**src/rtl/gfx_rom_responder.sv**
```systemverilog
// Toggle-handshake ROM responder: assembles 32-bit words from two 16-bit memory
// beats and answers repeats of the last fetched word from a one-entry cache.
module gfx_rom_responder #(
   parameter int unsigned ADDR_WIDTH = 21,
   parameter bit          HIT_EN     = 1'b1
) (
   input  logic                  clk,
   input  logic                  reset,
   input  logic [ADDR_WIDTH-1:0] rom_address,
   input  logic                  rom_req,
   output logic                  rom_ack,
   output logic [31:0]           rom_data,
   output logic                  mem_req,
   output logic [ADDR_WIDTH-1:0] mem_addr,
   input  logic [15:0]           mem_data,
   input  logic                  mem_ready,
   input  logic                  invalidate
);

   localparam int unsigned WORD_W = ADDR_WIDTH - 2;

   typedef enum logic [1:0] {
      S_IDLE = 2'd0,
      S_LO   = 2'd1,
      S_HI   = 2'd2,
      S_ACK  = 2'd3
   } state_t;

   state_t              state_q, state_d;
   logic [WORD_W-1:0]   req_word_q, req_word_d;
   logic [WORD_W-1:0]   tag_q, tag_d;
   logic                valid_q, valid_d;
   logic                rom_ack_q, rom_ack_d;
   logic [31:0]         rom_data_q, rom_data_d;
   logic                mem_req_q, mem_req_d;
   logic [ADDR_WIDTH-1:0] mem_addr_q, mem_addr_d;

   logic [WORD_W-1:0]   addr_word_c;
   logic                pending_c;
   logic                hit_c;
   logic                unused_addr_lsbs;

   assign addr_word_c      = rom_address[ADDR_WIDTH-1:2];
   assign unused_addr_lsbs = ^rom_address[1:0];
   assign pending_c        = (rom_req != rom_ack_q);
   // The cached word is the last word returned, which rom_data still holds.
   assign hit_c            = HIT_EN && valid_q && (tag_q == addr_word_c) && !invalidate;

   always_comb begin
      state_d    = state_q;
      req_word_d = req_word_q;
      tag_d      = tag_q;
      valid_d    = valid_q;
      rom_ack_d  = rom_ack_q;
      rom_data_d = rom_data_q;
      mem_req_d  = mem_req_q;
      mem_addr_d = mem_addr_q;

      case (state_q)
         S_IDLE: begin
            if (pending_c) begin
               req_word_d = addr_word_c;
               if (hit_c) begin
                  rom_ack_d = ~rom_ack_q;
               end else begin
                  state_d    = S_LO;
                  mem_req_d  = 1'b1;
                  mem_addr_d = {addr_word_c, 2'b00};
               end
            end
         end
         S_LO: begin
            if (mem_ready) begin
               rom_data_d[15:0] = mem_data;
               mem_addr_d       = {req_word_q, 2'b10};
               state_d          = S_HI;
            end
         end
         S_HI: begin
            if (mem_ready) begin
               rom_data_d[31:16] = mem_data;
               mem_req_d         = 1'b0;
               state_d           = S_ACK;
            end
         end
         S_ACK: begin
            rom_ack_d = ~rom_ack_q;
            tag_d     = req_word_q;
            valid_d   = 1'b1;
            state_d   = S_IDLE;
         end
         default: state_d = S_IDLE;
      endcase

      // Invalidate wins over a same-cycle refill; earlier pulses leave the refill intact.
      if (invalidate) valid_d = 1'b0;
   end

   always_ff @(posedge clk or posedge reset) begin
      if (reset) begin
         state_q    <= S_IDLE;
         req_word_q <= '0;
         tag_q      <= '0;
         valid_q    <= 1'b0;
         rom_ack_q  <= 1'b0;
         rom_data_q <= '0;
         mem_req_q  <= 1'b0;
         mem_addr_q <= '0;
      end else begin
         state_q    <= state_d;
         req_word_q <= req_word_d;
         tag_q      <= tag_d;
         valid_q    <= valid_d;
         rom_ack_q  <= rom_ack_d;
         rom_data_q <= rom_data_d;
         mem_req_q  <= mem_req_d;
         mem_addr_q <= mem_addr_d;
      end
   end

   assign rom_ack  = rom_ack_q;
   assign rom_data = rom_data_q;
   assign mem_req  = mem_req_q;
   assign mem_addr = mem_addr_q;

endmodule

```
**config.mk**
```make
export PLATFORM = sky130hd
export DESIGN_NAME = gfx_rom_responder
export DESIGN_NICKNAME = d
export VERILOG_FILES = /design/src/rtl/gfx_rom_responder.sv
export SDC_FILE = /design/constraint.sdc
export NUM_CORES = 1
export LEC_CHECK = 0
export CAP_MARGIN = 5
export CORE_ASPECT_RATIO = 1.4
export CORE_MARGIN = 1
export CORE_UTILIZATION = 55
export DETAILED_ROUTE_END_ITERATION = 6
export GPL_TIMING_DRIVEN = 1
export HOLD_SLACK_MARGIN = 0.02
export PLACE_DENSITY = 0.85
export SLEW_MARGIN = 0
export SYNTH_ARGS = -nofsm -noshare
export SYNTH_HDL_FRONTEND = slang
export SYNTH_SLANG_ARGS = --single-unit
```
**constraint.sdc**
```tcl
create_clock -name clk -period 9.8 [get_ports clk]
set_clock_uncertainty 0.1 [all_clocks]
set_input_delay 2.45 -clock clk [delete_from_list [all_inputs] [get_ports clk]]
set_output_delay 2.45 -clock clk [all_outputs]
set_load 0.02 [all_outputs]
```
==> results by group, run 1 <==
Clock network
  • Post-CTS clock slew at the launch and capture registers of the worst setup and hold paths: 60 ps
  • H-tree depth: 3
  • Sink count of the clock tree: 95
  • Post-CTS setup buffer count: 0
  • Worst skew pair latency: 350 ps
  • Number of buffers created by CTS: 9
  • CTS Root Cell: sky130_fd_sc_hd__clkbuf_16
  • Quantity of gates resized following cts: 0
  • Hold buffers post-CTS: 0
  • Worst-case clock buffer depth: 2
  • Clock tree from TritonCTS: done

Route
  • Iteration-0 DRC Markers: 254
  • Vias per std cell: 6.17
  • DR WL/cell: 19.8 µm
  • Number of design rule violations left after detail routing: 2
  • Total length of routed wires: 11.2 mm
  • Vias after detailed routing: 3491
  • Router iterations before antenna repair: 6
  • Count of nets left with antenna violations after detail routing: 0

Status
  • Run status: finished, violations left
  • Violations in the final reports: design-rule violations

Hold path
  • Path class of the lowest-slack min-delay path: reg2reg
  • Min-Delay Endpoint: valid_q
  • Depth of the worst hold-timing path: 2
  • Worst hold start: valid_q

Synthesis
  • Yosys top cell by area: sky130_fd_sc_hd__dfrtp_1
  • Synthesized area per cell: 12.2 µm²
  • Area contributors post-synth: sky130_fd_sc_hd__dfrtp_1 (52%), sky130_fd_sc_hd__mux2_2 (17%), sky130_fd_sc_hd__xor2_1 (2.7%)
  • Warnings, synthesis: 0
  • Proportion of netlist area held by the largest area contributor: 51.7%
  • Number of cells produced by synthesis: 377
  • Cell Area, Synth: 4600 µm²
  • Flip-flop and latch count after synthesis: 95
  • Library cells used by synthesis: 43
  • Post-Syn Nets: 423
  • Post-synth EDFFs: 0
  • Most frequent cells after synthesis: sky130_fd_sc_hd__dfrtp_1 (95), sky130_fd_sc_hd__mux2_2 (70), sky130_fd_sc_hd__xor2_1 (14), sky130_fd_sc_hd__inv_1 (13), sky130_fd_sc_hd__nand2b_1 (13)
  • Cell with the most instances after synthesis: sky130_fd_sc_hd__dfrtp_1
  • Proportion of synthesized chip area in sequential cells: 51.7%
  • Share of flip-flops with an asynchronous set or reset: 100%
  • Most instantiated flip-flop cell in the synthesis netlist: sky130_fd_sc_hd__dfrtp_1

Timing
  • Minimum period implied by the final worst setup slack: 5280 ps
  • Final Hold Vio Count: 0
  • FMAX: 189 MHz
  • Final-report setup violation count: 0
  • Setup TNS: 0 ps
  • Pin slew with the least headroom to its limit: 1230 ps
  • Remaining max-slew budget at the tightest pin: 18.3%
  • Setup repair after global routing missed its margin: false
  • Hold slack: 395 ps
  • Final period utilization: 53.9%
  • Final-report max-slew violation count: 0

Final layout
  • Post-layout net count: 506
  • Layout overhead on the synthesized area: 28.6%
  • Filler instances: 531
  • Area of all placed cells without fillers: 5910 µm²
  • Share of post-route cells with drive strength above 1: 21.6%
  • Diode insertion count for antenna repair: 0

Die
  • Area of the die: 8730 µm²
  • Number of top-level design ports: 97
  • Row count: 39
  • Vertical die dimension: 110 µm
  • Effective utilization at floorplan: 56.4%
  • Die W: 79.3 µm
  • Placeable core area: 8150 µm²

Global route
  • Total gr overflow: 0
  • Number of antenna violations at the first check in global routing: 0
  • Via count of the first global-routing pass: 3639
  • Global Route Usage Sum: 27.4%
  • First-pass GRT wire length: 17.9 mm
  • Maximum number of pins on one net before global-route repair: 65

Pwr
  • PD cells: 373 nW/µm²
  • Peak supply drop: 0.187 mV
  • Leakage: 0.00239 µW

Setup path
  • CP Max Fanout: 33
  • Worst endpoint required time: 9980 ps
  • Kind of start point of the critical path: primary input
  • CP peak stage delay: 1070 ps
  • Reg-to-Reg End: mem_addr[16]
  • Crit. End Element: flop
  • Path type of the worst setup path: in2reg
  • Slowest cell on crit path: sky130_fd_sc_hd__and3_1
  • Worst Reg2Reg Path Length in Cells: 7
  • Arrival time of data at the critical path endpoint: 5460 ps
  • Crit path cell chain: clkdlybuf4s50_1 > xor2_1 > nor4_1 > and3_1 > a21o_1 > o221a_1
  • Slack of the worst reg-to-reg path: 6660 ps
  • Critical R2R Launch: state_q[1]

Placed design
  • Number of I/O port buffers: 93
  • Weighted congestion at the end of routability-driven global placement: 0.794
  • Detailed placement HPWL: 7.17 mm
  • Placed Instance Area: 5570 µm²

Run
  • Reported max-cap violation count: 0
worst max-delay path: cells and delay by family:
kind,cells,cell delay (ps)
AO/OA/AOI/OAI,2,810
AND/OR/NAND/NOR,2,1530
buffers and inverters,1,470
XOR/XNOR,1,200
cell usage in the layout (no fill, tap or decap), types with 5 or more instances in the layout:
master and instances:
sky130_fd_sc_hd__inv_1 12, sky130_fd_sc_hd__o221a_1 9, sky130_fd_sc_hd__o22ai_1 11, sky130_fd_sc_hd__o21ai_0 8
sky130_fd_sc_hd__clkbuf_16 9, sky130_fd_sc_hd__nand2_1 5, sky130_fd_sc_hd__a2111oi_1 7, sky130_fd_sc_hd__nor3_1 12
sky130_fd_sc_hd__dfrtp_1 95, sky130_fd_sc_hd__clkdlybuf4s50_1 93, sky130_fd_sc_hd__nor2_1 11, sky130_fd_sc_hd__or3_1 8
sky130_fd_sc_hd__a21oi_1 11, sky130_fd_sc_hd__mux2_2 70, sky130_fd_sc_hd__a2111oi_2 6, sky130_fd_sc_hd__and2_1 7
sky130_fd_sc_hd__nand2b_1 13, sky130_fd_sc_hd__xnor2_1 8, sky130_fd_sc_hd__a211oi_1 8, sky130_fd_sc_hd__xor2_1 14
kinds of logic (layout without fill, tap and decap cells):
kind of cell | Yosys count | count (layout) | synth area share (%)
flip-flops | 95 | 95 | 51.7
XOR/XNOR | 22 | 22 | 4.19
AO/OA/AOI/OAI | 75 | 75 | 13.4
buffers and inverters | 38 | 125 | 3.70
other | 1 | 1 | 0.0816
adder cells (fa/ha/maj) | 4 | 4 | 1.09
multiplexers | 71 | 71 | 17.4
AND/OR/NAND/NOR | 71 | 71 | 8.38
layout make-up:
type                       instances  area (µm²)  share of cell area, %
sequential                        95        2380                   40.2
timing repair buffer              97         961                   16.3
clock inverter                     3        90.1                   1.52
inverter                          13        50.0                  0.847
tap                              102         128                   2.16
clock buffer                      12         256                   4.34
multi-input combinational        244        2050                   34.7
power by group:
part	switching, µW	total [µW]	internal (µW)
clock	145	407	262
sequential	144	743	598
combinational	515	1060	542
total	804	2210	1400
worst max-delay path by stage:
stage,startpoint,endpoint,slack (ps),cells after the start
2_1_floorplan,reset,mem_addr[10],4770,1
3_3_place_gp,rom_address[4],mem_addr[19],4210,6
3_5_place_dp,rom_address[2],mem_addr[9],4280,6
4_1_cts,rom_address[4],mem_addr[9],4590,6
5_1_grt,rom_address[4],mem_addr[7],4320,6
6_report,rom_address[4],mem_addr[9],4520,6
flip-flops by register name, indices dropped and copies added, names as in the netlist:
register    flops
valid_q         1
mem_req         1
req_word_q     19
mem_addr       20
state_q         2
rom_ack         1
tag_q          19
rom_data       32
metal layers:
metal / wire [µm] / GRT usage [%] / up-vias
met4: 342 / 13.9 / 0
li1: - / - / 1551
met2: 6130 / 48.5 / 139
met3: 466 / 5.19 / 23
met5: 0 / 0 / -
met1: 4300 / 31.4 / 1778
metrics by stage:
stage               instances  power [µW]  util [%]  setup slack [ps]
floorplan                 377        1400         -              4770
finish                    566        2210      72.5              4520
global route              566        2320      72.5              4320
CTS                       566        2210      72.5              4590
global placement          551        1740      68.3              4210
detailed placement        551        1790      68.3              4280
Power figures use the tool's default switching activity.
==> run 2: changes to the inputs <==
Settings changed: CORE_UTILIZATION 55 to 46, PLACE_DENSITY 0.85 to 0.76.
Clock period 9.8 ns to 4.4 ns, I/O delays scaled along.
==> results by group, run 2 (same netlist as run 1, synthesis figures left out) <==
Status
  • Run status: completed

Setup path
  • Launch point of the critical path: rom_address[4]
  • Critical R2R Launch: tag_q[2]
  • Path type of the worst setup path: in2reg
  • Worst endpoint required time: 4520 ps (-5460 ps)
  • Crit. End Element: flop
  • Slowest cell on crit path: sky130_fd_sc_hd__nor4_1
  • Slack of the worst reg-to-reg path: 1770 ps (-4890 ps)
  • Kind of start point of the critical path: primary input
  • Arrival time of data at the critical path endpoint: 3630 ps (-1830 ps)
  • Crit path cell chain: clkdlybuf4s50_1 > xor2_1 > nor4_1 > and3_1 > buf_4 > a2111oi_0 > a2111oi_1
  • CP Max Fanout: 17 (-48%)
  • CP peak stage delay: 570 ps (-500 ps)

Hold path
  • Path class of the lowest-slack min-delay path: reg2reg
  • Worst hold start: rom_data[5]

Pwr
  • Leakage: 0.00241 µW (+0.75%)
  • Peak supply drop: 0.348 mV (+86%)
  • PD cells: 791 nW/µm² (+110%)

Route
  • Count of nets left with antenna violations after detail routing: 0 (unchanged)
  • Router iterations before antenna repair: 4 (-2)
  • DR WL/cell: 17.3 µm (-13%)
  • Vias after detailed routing: 3396 (-2.7%)
  • Total length of routed wires: 10.5 mm (-6.3%)
  • Number of design rule violations left after detail routing: 0 (-2)
  • Vias per std cell: 5.59 (-9.3%)
  • Iteration-0 DRC Markers: 220 (-13%)

Timing
  • Setup repair after global routing missed its margin: false
  • Final Hold Vio Count: 0 (unchanged)
  • Pin slew with the least headroom to its limit: 1070 ps (-152 ps)
  • Final period utilization: 79.9%
  • Setup TNS: 0 ps (unchanged)
  • Remaining max-slew budget at the tightest pin: 28.5% (+10 points)
  • Final-report max-slew violation count: 0 (unchanged)
  • Final-report setup violation count: 0 (unchanged)
  • Minimum period implied by the final worst setup slack: 3510 ps
  • FMAX: 285 MHz

Clock network
  • Hold buffers post-CTS: 0 (unchanged)
  • Worst skew pair latency: 350 ps (about the same)
  • CTS Root Cell: sky130_fd_sc_hd__clkbuf_16
  • Post-CTS setup buffer count: 0 (unchanged)
  • Number of buffers created by CTS: 9 (unchanged)
  • H-tree depth: 3 (unchanged)
  • Clock tree from TritonCTS: done
  • Post-CTS clock slew at the launch and capture registers of the worst setup and hold paths: 70 ps (about the same)
  • Sink count of the clock tree: 95 (unchanged)
  • Quantity of gates resized following cts: 0 (unchanged)
  • Worst-case clock buffer depth: 2 (unchanged)

Placed design
  • Number of I/O port buffers: 93 (unchanged)
  • Weighted congestion at the end of routability-driven global placement: 0.764 (-3.8%)
  • Post-placement cell count: 591 (+7.3%)
  • Detailed placement HPWL: 7.29 mm (+1.7%)

Global route
  • Via count of the first global-routing pass: 3436 (-5.6%)
  • Global Route Usage Sum: 21.5% (-5.9 points)
  • Maximum number of pins on one net before global-route repair: 56 (-14%)
  • Number of antenna violations at the first check in global routing: 0 (unchanged)
  • Total gr overflow: 0 (unchanged)
  • First-pass GRT wire length: 17.2 mm (-4.0%)

Die
  • Placeable core area: 9560 µm² (+17%)
  • Vertical die dimension: 120 µm (+9.2%)
  • Area of the die: 10400 µm² (+19%)
  • Die W: 86.5 µm (+9.1%)
  • Effective utilization at floorplan: 48.1% (-8.3 points)
  • Row count: 42 (+7.7%)
  • Number of top-level design ports: 97 (unchanged)

Final layout
  • Layout overhead on the synthesized area: 29.9%
  • Share of post-route cells with drive strength above 1: 23.4% (+1.8 points)
  • Number of cells in the finished layout apart from fillers: 607 (+7.2%)
  • Footprint of the flip-flops and latches: 2380 µm² (unchanged)
  • Commonest cells after routing, fill and taps aside: sky130_fd_sc_hd__dfrtp_1 (95), sky130_fd_sc_hd__clkdlybuf4s50_1 (93), sky130_fd_sc_hd__mux2_2 (70), sky130_fd_sc_hd__xor2_1 (14)
  • Most frequent standard cell in the layout excluding fill and tap cells: sky130_fd_sc_hd__dfrtp_1
  • Post-layout net count: 516 (+2.0%)
  • Area of the multi-input gates: 2050 µm² (unchanged)
  • Filler instances: 779 (+47%)
  • Largest register FFs: 32 (unchanged)
  • Diode insertion count for antenna repair: 0 (unchanged)

Run
  • Reported max-cap violation count: 0 (unchanged)
-- run 2: final cells by class --
cell class                 count  area share (%)
inverter                      13           0.838
tap                          132            2.76
clock inverter                 6           0.901
clock buffer                  10            3.83
sequential                    95            39.8
timing repair buffer         107            17.6
multi-input combinational    244            34.3
-- run 2: critical path: cells and delay by family --
family / cells / cell delay, ps
buf+inv: 2 / 750
xor+xnor: 1 / 190
simple gates: 2 / 1040
compound gates: 2 / 540
-- run 2: final timing paths --
check	endpoint	cells after the start
max	mem_addr[8]	7
min	rom_data[5]	1
max reg2reg	mem_addr[8]	6
min reg2reg	rom_data[5]	1
max in group asynchronous	tag_q[8]	3
min in group asynchronous	rom_data[8]	2
-- run 2: layer usage --
metal / track usage [%] / vias up / routed length [µm]
met5: 0 / - / 0
met4: 9.79 / 0 / 281
met3: 3.82 / 17 / 448
met2: 36.0 / 105 / 5500
met1: 26.9 / 1701 / 4300
li1: - / 1573 / -
-- run 2: per-stage QoR --
step	setup slack, ps	total power (µW)	hold WS [ps]	utilization (%)	cell area [µm²]
after global placement	706	3910	373	59.5	5690
after CTS	916	4750	408	62.5	5970
after floorplan	723	3110	353	-	4600
final	886	4720	402	62.5	5970
after detailed placement	652	4000	386	59.5	5690
after global routing	774	4990	422	62.5	5970
-- run 2: where the power goes --
part	leakage [µW]	switching (µW)	internal [µW]
logic	0.00116	1120	1220
registers	0.00111	301	1330
clock network	0.000136	348	393
total	0.00241	1770	2950
==> run 3: changes to the inputs <==
Clock period 4.4 ns to 3.1 ns, I/O delays scaled along.
==> results by group, run 3 (same netlist as run 1, synthesis figures left out) <==
Die
  • Area of the die: 10400 µm² (unchanged)
  • Vertical die dimension: 120 µm (unchanged)
  • Effective utilization at floorplan: 48.1% (unchanged)
  • Die W: 86.5 µm (unchanged)
  • Row count: 42 (unchanged)
  • Number of top-level design ports: 97 (unchanged)
  • Placeable core area: 9560 µm² (unchanged)

Placed design
  • Weighted congestion at the end of routability-driven global placement: 0.774 (+1.3%)
  • Number of I/O port buffers: 93 (unchanged)
  • Post-placement cell count: 605 (+2.4%)
  • Detailed placement HPWL: 7.67 mm (+5.2%)
  • Placed Instance Area: 5820 µm² (+2.3%)

Final layout
  • Most frequent standard cell in the layout excluding fill and tap cells: sky130_fd_sc_hd__dfrtp_1
  • Layout overhead on the synthesized area: 32.9%
  • Diode insertion count for antenna repair: 0 (unchanged)
  • Commonest cells after routing, fill and taps aside: sky130_fd_sc_hd__dfrtp_1 (95), sky130_fd_sc_hd__clkdlybuf4s50_1 (93), sky130_fd_sc_hd__mux2_2 (70), sky130_fd_sc_hd__buf_4 (25), sky130_fd_sc_hd__xor2_1 (14)
  • Filler instances: 801 (+2.8%)
  • Largest register FFs: 32 (unchanged)
  • Area of all placed cells without fillers: 6110 µm² (+2.3%)
  • Post-layout net count: 530 (+2.7%)
  • Share of post-route cells with drive strength above 1: 25.8% (+2.4 points)
  • Final standard cell utilization of the core: 63.9% (+1.4 points)
  • Number of cells in the finished layout apart from fillers: 621 (+2.3%)

Global route
  • Via count of the first global-routing pass: 3541 (+3.1%)
  • Maximum number of pins on one net before global-route repair: 70 (+25%)
  • Total gr overflow: 0 (unchanged)
  • Number of antenna violations at the first check in global routing: 0 (unchanged)
  • Global Route Usage Sum: 22.1% (+0.58 points)
  • First-pass GRT wire length: 17.5 mm (+1.6%)

Route
  • Number of design rule violations left after detail routing: 0 (unchanged)
  • Iteration-0 DRC Markers: 170 (-23%)
  • Vias after detailed routing: 3469 (+2.1%)
  • DR WL/cell: 17.3 µm (-0.30%)
  • Router iterations before antenna repair: 4 (unchanged)
  • Count of nets left with antenna violations after detail routing: 0 (unchanged)
  • Vias per std cell: 5.59 (-0.15%)
  • Total length of routed wires: 10.7 mm (+2.0%)

Pwr
  • Combinational power share: 50.3% (+0.6 points)
  • Net switching power of the design: 2550 µW (+44%)
  • Relative contribution of the clock network to total power: 15.6% (about the same)
  • Switching portion of total power: 37.4% (-0.14 points)
  • Leakage: 0.00248 µW (+3.0%)
  • Total Power Consumption: 6820 µW (+44%)
  • Part of the power in registers: 34.1% (-0.5 points)
  • Internal power contribution: 4270 µW (+45%)
  • PD cells: 1120 nW/µm² (+41%)
  • Peak supply drop: 0.602 mV (+73%)

Clock network
  • Hold buffers post-CTS: 0 (unchanged)
  • Worst skew pair latency: 350 ps (about the same)
  • Sink count of the clock tree: 95 (unchanged)
  • H-tree depth: 3 (unchanged)
  • Post-CTS clock slew at the launch and capture registers of the worst setup and hold paths: 70 ps (about the same)
  • Number of buffers created by CTS: 9 (unchanged)
  • Post-CTS setup buffer count: 0 (unchanged)
  • Clock tree from TritonCTS: done
  • CTS Root Cell: sky130_fd_sc_hd__clkbuf_16
  • Worst-case clock buffer depth: 2 (unchanged)
  • Quantity of gates resized following cts: 0 (unchanged)

Timing
  • Remaining max-slew budget at the tightest pin: 41.6% (+13 points)
  • Pin slew with the least headroom to its limit: 869 ps (-204 ps)
  • Setup repair after global routing missed its margin: false
  • FMAX: 339 MHz
  • Minimum period implied by the final worst setup slack: 2950 ps
  • Final period utilization: 95.2%
  • Final-report max-slew violation count: 0 (unchanged)
  • Final Hold Vio Count: 0 (unchanged)
  • Setup TNS: 0 ps (unchanged)
  • Final-report setup violation count: 0 (unchanged)

Status
  • Run status: completed

Setup path
  • Slack of the worst reg-to-reg path: 590 ps (-1180 ps)
  • Arrival time of data at the critical path endpoint: 3060 ps (-570 ps)
  • Slowest cell on crit path: sky130_fd_sc_hd__clkdlybuf4s50_1
  • CP peak stage delay: 470 ps (-100 ps)
  • Path type of the worst setup path: in2reg
  • Kind of start point of the critical path: primary input
  • CP Max Fanout: 10 (-7)
  • Sum of buffers and inverters on the critical path: 3 (+1)
  • Crit. End Element: flop
  • Worst endpoint required time: 3210 ps (-1310 ps)
  • Family with the most delay on the worst path: buffers and inverters
  • Most common cell type on the critical path: sky130_fd_sc_hd__buf_4
  • Crit path cell chain: clkdlybuf4s50_1 > xor2_1 > nor4_1 > buf_4 > and3_1 > buf_4 > a2111oi_0 > a2111oi_1

Run
  • Reported max-cap violation count: 0 (unchanged)

Hold path
  • Path class of the lowest-slack min-delay path: reg2reg
-- run 3: path summary, 6_finish.rpt --
check	endpoint	start	cells past startpoint
max	mem_addr[7]	rom_address[11]	8
min	rom_data[31]	rom_data[31]	1
max reg2reg	mem_addr[13]	state_q[1]	7
min reg2reg	rom_data[31]	rom_data[31]	1
max in group asynchronous	mem_addr[16]	reset	3
min in group asynchronous	tag_q[12]	reset	3
-- run 3: power by group through the flow --
stage	sequential [µW]	combinational [µW]	clock [µW]
final	2330	3430	1060
after global routing	2400	3680	1130
after CTS	2330	3460	1090
after detailed placement	2350	3440	0
after global placement	2300	3350	0
after floorplan	2680	1730	0
-- run 3: layout make-up --
| class | instances | area, µm² | area share (%) |
|---|---|---|---|
| inverter | 13 | 52.6 | 0.860 |
| sequential | 95 | 2380 | 38.9 |
| clock buffer | 9 | 225 | 3.69 |
| clock inverter | 7 | 60.1 | 0.983 |
| multi-input combinational | 244 | 2050 | 33.6 |
| tap | 132 | 165 | 2.70 |
| timing repair buffer | 121 | 1180 | 19.3 |
-- run 3: worst reg2reg max path: cells and delay by family (launching register included) --
family / cells / cell delay, ps
AOI/OAI and AO/OA: 3 / 480
adders and majority gates: 1 / 450
buffers and inverters: 1 / 90
DFF: 1 / 410
and+or+nand+nor: 2 / 930
-- run 3: per-stage QoR --
stage	hold WS [ps]	worst slack [ps]
6_report	403	150
5_1_grt	424	132
4_1_cts	407	207
3_5_place_dp	391	-146
3_3_place_gp	371	-42.7
2_1_floorplan	353	846
-- run 3: routing by layer --
metal / global-route usage [%] / routed length [µm]
met4: 9.90 / 271
met1: 26.8 / 4340
met5: 0 / 0
met3: 3.41 / 497
met2: 38.3 / 5630
